### src/rtl/spi_slave_regs.sv
// ---------------------------------------------------------------------------
// spi_slave_regs
//   SPI mode-3 responder in front of a byte-wide register file. First byte of
//   every transfer is a command: bit7 = R/W (1 = read), bit6 = MS (address
//   auto-increment), bits5:0 = register address. Following bytes are read or
//   written data. All SPI pins are oversampled in the clk domain, so sck must
//   run at least 8x slower than clk.
//
// Ports
//   clk, reset          system clock, asynchronous active-high reset
//   csn, sck, mosi      SPI inputs (raw, asynchronous to clk)
//   miso, miso_oe       SPI data out and its enable for an external tristate
//   upd_en/addr/data    local fabric write port into the register file
//   wr_strobe/addr/data one-cycle report of each completed SPI write byte
//
// Build option
//   SPI_REGS_WHOAMI_EN  when defined, address 0x0F is read-only and always
//                       returns WHOAMI_VAL; otherwise it is a normal register.
// ---------------------------------------------------------------------------
module spi_slave_regs #(
  parameter int unsigned DEPTH      = 64,
  parameter logic [7:0]  WHOAMI_VAL = 8'h33
) (
  input  logic       clk,
  input  logic       reset,
  input  logic       csn,
  input  logic       sck,
  input  logic       mosi,
  output logic       miso,
  output logic       miso_oe,
  input  logic       upd_en,
  input  logic [5:0] upd_addr,
  input  logic [7:0] upd_data,
  output logic       wr_strobe,
  output logic [5:0] wr_addr,
  output logic [7:0] wr_data
);

`ifdef SPI_REGS_WHOAMI_EN
  localparam bit WHOAMI_EN = 1'b1;
`else
  localparam bit WHOAMI_EN = 1'b0;
`endif

  typedef enum logic [1:0] {
    IDLE,
    CMD,
    DATA
  } state_e;

  // Input synchronizers and sck edge detection
  logic       csn_s1_q, csn_s2_q;
  logic       sck_s1_q, sck_s2_q, sck_prev_q;
  logic       mosi_s1_q, mosi_s2_q;
  logic [1:0] vld_q;

  logic csn_sync, sync_vld, sck_rise, sck_fall;

  always_ff @(posedge clk or posedge reset) begin
    if (reset) begin
      csn_s1_q   <= 1'b1;
      csn_s2_q   <= 1'b1;
      sck_s1_q   <= 1'b1;
      sck_s2_q   <= 1'b1;
      sck_prev_q <= 1'b1;
      mosi_s1_q  <= 1'b0;
      mosi_s2_q  <= 1'b0;
      vld_q      <= '0;
    end else begin
      csn_s1_q   <= csn;
      csn_s2_q   <= csn_s1_q;
      sck_s1_q   <= sck;
      sck_s2_q   <= sck_s1_q;
      sck_prev_q <= sck_s2_q;
      mosi_s1_q  <= mosi;
      mosi_s2_q  <= mosi_s1_q;
      vld_q      <= {vld_q[0], 1'b1};
    end
  end

  assign csn_sync = csn_s2_q;
  // The csn synchronizer holds its reset value for two cycles; it only
  // reflects the pin once both stages have been loaded from it.
  assign sync_vld = vld_q[1];
  assign sck_rise = ~sck_prev_q &  sck_s2_q;
  assign sck_fall =  sck_prev_q & ~sck_s2_q;

  // Transfer state
  state_e     state_q, state_d;
  logic [2:0] cnt_q, cnt_d;
  logic [7:0] rx_q, rx_d;
  logic [7:0] tx_q, tx_d;
  logic       rw_q, rw_d;
  logic       ms_q, ms_d;
  logic [5:0] addr_q, addr_d;
  logic       miso_q, miso_d;
  logic       armed_q, armed_d;
  logic       pend_q, pend_d;
  logic       wr_strobe_q;
  logic [5:0] wr_addr_q, wr_addr_d;
  logic [7:0] wr_data_q, wr_data_d;

  logic [7:0] regs_q [DEPTH];
  logic [7:0] regs_d [DEPTH];

  logic [7:0] rx_next;
  logic [5:0] addr_inc;
  logic [5:0] rd_addr;
  logic [7:0] rd_data;
  logic       spi_we;
  logic [5:0] spi_waddr;
  logic [7:0] spi_wdata;

  assign rx_next   = {rx_q[6:0], mosi_s2_q};
  assign addr_inc  = ms_q ? 6'(addr_q + 6'd1) : addr_q;
  // In CMD the address comes straight from the byte being completed; in
  // DATA it is the address of the next byte of the burst.
  assign rd_addr   = (state_q == CMD) ? rx_next[5:0] : addr_inc;
  assign spi_waddr = addr_q;
  assign spi_wdata = rx_next;

  always_comb begin
    rd_data = '0;
    for (int unsigned i = 0; i < DEPTH; i++) begin
      if (rd_addr == 6'(i)) rd_data = regs_q[i];
    end
    if (WHOAMI_EN && rd_addr == 6'h0F) rd_data = WHOAMI_VAL;
  end

  // SPI write takes priority over a local update to the same register.
  always_comb begin
    regs_d = regs_q;
    for (int unsigned i = 0; i < DEPTH; i++) begin
      if (spi_we && spi_waddr == 6'(i)) begin
        if (!(WHOAMI_EN && i == 32'd15)) regs_d[i] = spi_wdata;
      end else if (upd_en && upd_addr == 6'(i)) begin
        if (!(WHOAMI_EN && i == 32'd15)) regs_d[i] = upd_data;
      end
    end
  end

  always_comb begin
    state_d   = state_q;
    cnt_d     = cnt_q;
    rx_d      = rx_q;
    tx_d      = tx_q;
    rw_d      = rw_q;
    ms_d      = ms_q;
    addr_d    = addr_q;
    miso_d    = miso_q;
    armed_d   = armed_q;
    pend_d    = 1'b0;
    wr_addr_d = wr_addr_q;
    wr_data_d = wr_data_q;
    spi_we    = 1'b0;

    // A new transfer needs csn to have been seen high first, so a reset
    // in the middle of a transfer does not restart on the same select.
    if (sync_vld && csn_sync) armed_d = 1'b1;

    unique case (state_q)
      IDLE: begin
        miso_d = 1'b0;
        if (!csn_sync && armed_q) begin
          state_d = CMD;
          cnt_d   = '0;
          rx_d    = '0;
          armed_d = 1'b0;
        end
      end

      CMD: begin
        miso_d = 1'b0;
        if (csn_sync) begin
          state_d = IDLE;
        end else if (sck_rise) begin
          rx_d  = rx_next;
          cnt_d = 3'(cnt_q + 3'd1);
          if (cnt_q == 3'd7) begin
            rw_d    = rx_next[7];
            ms_d    = rx_next[6];
            addr_d  = rx_next[5:0];
            tx_d    = rx_next[7] ? rd_data : '0;
            state_d = DATA;
            cnt_d   = '0;
          end
        end
      end

      DATA: begin
        if (csn_sync) begin
          state_d = IDLE;
          miso_d  = 1'b0;
        end else if (rw_q) begin
          if (sck_fall) begin
            miso_d = tx_q[7];
            tx_d   = {tx_q[6:0], 1'b0};
          end
          if (sck_rise) begin
            cnt_d = 3'(cnt_q + 3'd1);
            if (cnt_q == 3'd7) begin
              addr_d = addr_inc;
              tx_d   = rd_data;
            end
          end
        end else begin
          miso_d = 1'b0;
          if (sck_rise) begin
            rx_d  = rx_next;
            cnt_d = 3'(cnt_q + 3'd1);
            if (cnt_q == 3'd7) begin
              spi_we    = 1'b1;
              pend_d    = 1'b1;
              wr_addr_d = addr_q;
              wr_data_d = rx_next;
              addr_d    = addr_inc;
            end
          end
        end
      end

      default: begin
        state_d = IDLE;
        miso_d  = 1'b0;
      end
    endcase
  end

  always_ff @(posedge clk or posedge reset) begin
    if (reset) begin
      state_q     <= IDLE;
      cnt_q       <= '0;
      rx_q        <= '0;
      tx_q        <= '0;
      rw_q        <= 1'b0;
      ms_q        <= 1'b0;
      addr_q      <= '0;
      miso_q      <= 1'b0;
      armed_q     <= 1'b0;
      pend_q      <= 1'b0;
      wr_strobe_q <= 1'b0;
      wr_addr_q   <= '0;
      wr_data_q   <= '0;
    end else begin
      state_q     <= state_d;
      cnt_q       <= cnt_d;
      rx_q        <= rx_d;
      tx_q        <= tx_d;
      rw_q        <= rw_d;
      ms_q        <= ms_d;
      addr_q      <= addr_d;
      miso_q      <= miso_d;
      armed_q     <= armed_d;
      pend_q      <= pend_d;
      wr_strobe_q <= pend_q;
      wr_addr_q   <= wr_addr_d;
      wr_data_q   <= wr_data_d;
    end
  end

  always_ff @(posedge clk or posedge reset) begin
    if (reset) begin
      for (int unsigned i = 0; i < DEPTH; i++) regs_q[i] <= '0;
    end else begin
      regs_q <= regs_d;
    end
  end

  assign miso      = miso_q;
  assign miso_oe   = ~csn_sync;
  assign wr_strobe = wr_strobe_q;
  assign wr_addr   = wr_addr_q;
  assign wr_data   = wr_data_q;

endmodule
### config.mk
export PLATFORM = sky130hd
export DESIGN_NAME = spi_slave_regs
export DESIGN_NICKNAME = d
export VERILOG_FILES = /design/src/rtl/spi_slave_regs.sv
export SDC_FILE = /design/constraint.sdc
export NUM_CORES = 2
export LEC_CHECK = 0
export ABC_AREA = 0
export BUFFER_PORTS_ARGS = -buffer_cell sky130_fd_sc_hd__buf_2
export CAP_MARGIN = 20
export CORE_MARGIN = 2
export CORE_UTILIZATION = 60
export CTS_CLUSTER_SIZE = 24
export DETAILED_ROUTE_END_ITERATION = 8
export PLACE_DENSITY_LB_ADDON = 0.05
export SLEW_MARGIN = 20
export SYNTH_ARGS = -nofsm -noshare
export SYNTH_HDL_FRONTEND = slang
export SYNTH_SLANG_ARGS = --single-unit
### constraint.sdc
create_clock -name clk -period 33.3 [get_ports clk]
set_input_delay 3.33 -clock clk [delete_from_list [all_inputs] [get_ports clk]]
set_output_delay 3.33 -clock clk [all_outputs]
set_load 0.01 [all_outputs]
==> metrics <==
Routed Antenna Nets=0; Num CTS Buffers=67; area grow syn2layout=8.76%; number of buffers added for setup after CTS=0; DIE AREA=57500 um2; Crit path depth=12; Buf/Inv on CP=2; Synth Instances=3829; final worst setup slack=26.65 ns; DRT iter0 DRCs=6731; depth of the CTS H-tree=3; FF+latch area=14200 um2; Post-layout nets=3720; initial antenna violation count=6; Most used DFF post-synth=dfrtp_1; CP required=33.84 ns; Fin Setup TNS=0 ns; Layout Utilization=0.659; arrival time worst endpoint=7.19 ns; register clock-pin slew on the reported worst setup and hold paths=0.06 ns; crit start category=register; Fin Hold WS=0.351 ns; commonest non-fill, non-tap cells in the layout=dfrtp_1 (554), mux2i_1 (537), nor2_1 (487); final hold vios=0; vias per std cell=7.59; critical path capture point type=register; syn nets=3858; vias in the first global route=31.5k; Final Cycle Share=0.200; min Tclk post-route=6.65 ns; die width=240 um; # resized after CTS=0; largest net degree at the start of global routing=125; Wirelength per Cell=35.5 um; GRT Overall Usage=0.552; Post-synth EDFFs=0; Lkg Pwr=15.7 nW; Final Max Tran Viols=0; pwr dens=76.6 nW/um2; Initial DRT Pass Iterations=9; Worst-Margin Slew=1.40 ns; vias=34.1k; violated checks=DRC; Rel. slew slack=0.0514; Skew-Pair Late Insertion Delay=0.66 ns; std cell rows=86; fraction of registers with async set/reset=1.00; total clock sinks=567; Synth Cell Area=33300 um2; critical path's largest stage delay=1.04 ns; RSZ-0062 raised after global routing=no; CTS Buffer Depth=3; # hold bufs at CTS=0; Synth Area per Inst=8.71 um2; Layout fillers=4551; Crit path top cell by count=buf_4; cell accounting for the most synthesized area=dfrtp_1; CP cell instances=ha_1, buf_4, a21boi_1, o31ai_4, buf_4, nand3_1, a21oi_1, o22ai_1, a211o_1, a211oi_1, o41ai_1, a31oi_1; most common cell after layout, fill and taps aside=dfrtp_1; dpl hpwl=99700 um; CP max stage cell=a211oi_1; layout cell share with drive strength beyond 1=0.0853; core box area=55000 um2; Die Y=240 um; DP Worst Slack=27.39 ns; flop2flop setup slack=26.65 ns; outcome=complete, but fails checks; Port Buffers=36; register bit total from synthesis=567; maximum fanout along the worst path=34; multi-input logic area=17900 um2; Yosys top cell area share=0.422; MaxCap Viol Count=0; root buf cell=clkbuf_16; Area contributors post-synth=dfrtp_1 (42%), mux2i_1 (16%), a21oi_1 (6.4%); Overflow after GRT=0; Crit Path Class=reg2reg; register area share after synthesis=0.426; GP Congestion=1.10; Starting Density=0.606; drt drc=7; WL final=160000 um; Fin Clk Skew=0.0339 ns; delay-heaviest family, CP=compound AO/OA/AOI/OAI gates; worst r2r path cells=12; CTS tree=done; hold depth=0; hold crit path type=reg2reg; VDD IR max=72.2 uV; Synthesis Warnings=0; setup violators final=0; synth unique cells=94; Tot Pwr=2.78 mW; Max Freq=150 MHz; first-pass GRT wire length=227000 um; I/O Pins=37
## per-stage QoR
stage / std cells / area (um2)
2_1_floorplan: 3829 / 33300
3_3_place_gp: 4367 / 34000
3_5_place_dp: 4368 / 34000
4_1_cts: 4485 / 36200
5_1_grt: 4487 / 36200
6_report: 4492 / 36300
## report_power, final
group	switching, mW	internal (mW)	total [mW]
logic	0.855	0.280	1.14
registers	0.110	0.779	0.889
clock network	0.314	0.438	0.752
total	1.28	1.50	2.78
## Yosys cell counts, types with 11 or more instances
master,number
nand4_1,21
a31oi_1,32
o21a_1,14
mux2_2,13
a211o_1,11
o211ai_1,28
nor2_1,487
a211oi_1,23
nor4_1,16
o221ai_1,16
clkbuf_1,253
a21oi_1,424
nand2b_1,16
buf_2,60
a221oi_1,26
a22oi_1,24
nand2_1,446
o21ai_1,16
buf_1,20
nand3_1,96
nor2b_1,13
inv_1,16
dfrtp_1,562
o21ai_0,315
o31ai_1,18
nor3_1,42
o22ai_1,57
mux2i_1,537
## worst reg2reg max path, cell delays in order (launching register included)
cell and delay (ns):
dfrtp_1 0.59, ha_1 0.81, buf_4 0.40, a21boi_1 0.17, o31ai_4 0.26, buf_4 0.56, nand3_1 0.76, a21oi_1 0.53
o22ai_1 0.19, a211o_1 0.44, a211oi_1 1.04, o41ai_1 0.52, a31oi_1 0.28
## layer usage
metal | routed length (um) | up-vias | GRT usage
met3 | 28300 | 1013 | 0.266
li1 | - | 13500 | -
met1 | 55200 | 16000 | 0.699
met4 | 15100 | 12 | 0.385
met2 | 60900 | 3535 | 0.731
met5 | 217 | - | 0.0242
## cell type report
| class | instances | share of cell area |
|---|---|---|
| multi-input combinational | 2904 | 0.494 |
| clock inverter | 15 | 0.00369 |
| timing repair buffer | 135 | 0.0259 |
| sequential | 567 | 0.392 |
| antenna | 5 | 0.000345 |
| tap | 748 | 0.0258 |
| inverter | 16 | 0.00186 |
| clock buffer | 102 | 0.0564 |
## logic make-up after synthesis
logic type                 count (synthesis)  synth area share
xor gates and xnor gates                   3          0.000788
buffers and inverters                    358            0.0437
adders and majority gates                  9           0.00338
muxes                                    552             0.167
and+or+nand+nor                         1194             0.151
other                                      1          0.000113
AOI/OAI and AO/OA                       1145             0.208
DFF                                      567             0.426
## flip-flops by register name, summed over array words and instances (netlist names), 2 cells and up
register and flops:
wr_addr 6, vld_q 2, tx_q 8, wr_data 8
regs_q 512, rx_q 7, addr_q 6, state_q 2
cnt_q 3
## path summary, 6_finish.rpt
check / startpoint / end
worst max-delay path: addr_q[0] / tx_q[6]
worst min-delay path: pend_q / wr_strobe
worst max register to register: addr_q[0] / tx_q[6]
worst min register to register: pend_q / wr_strobe
max in group asynchronous: reset / regs_q[204]
min in group asynchronous: reset / pend_q
No activity file was read; power rests on OpenSTA's default activity.
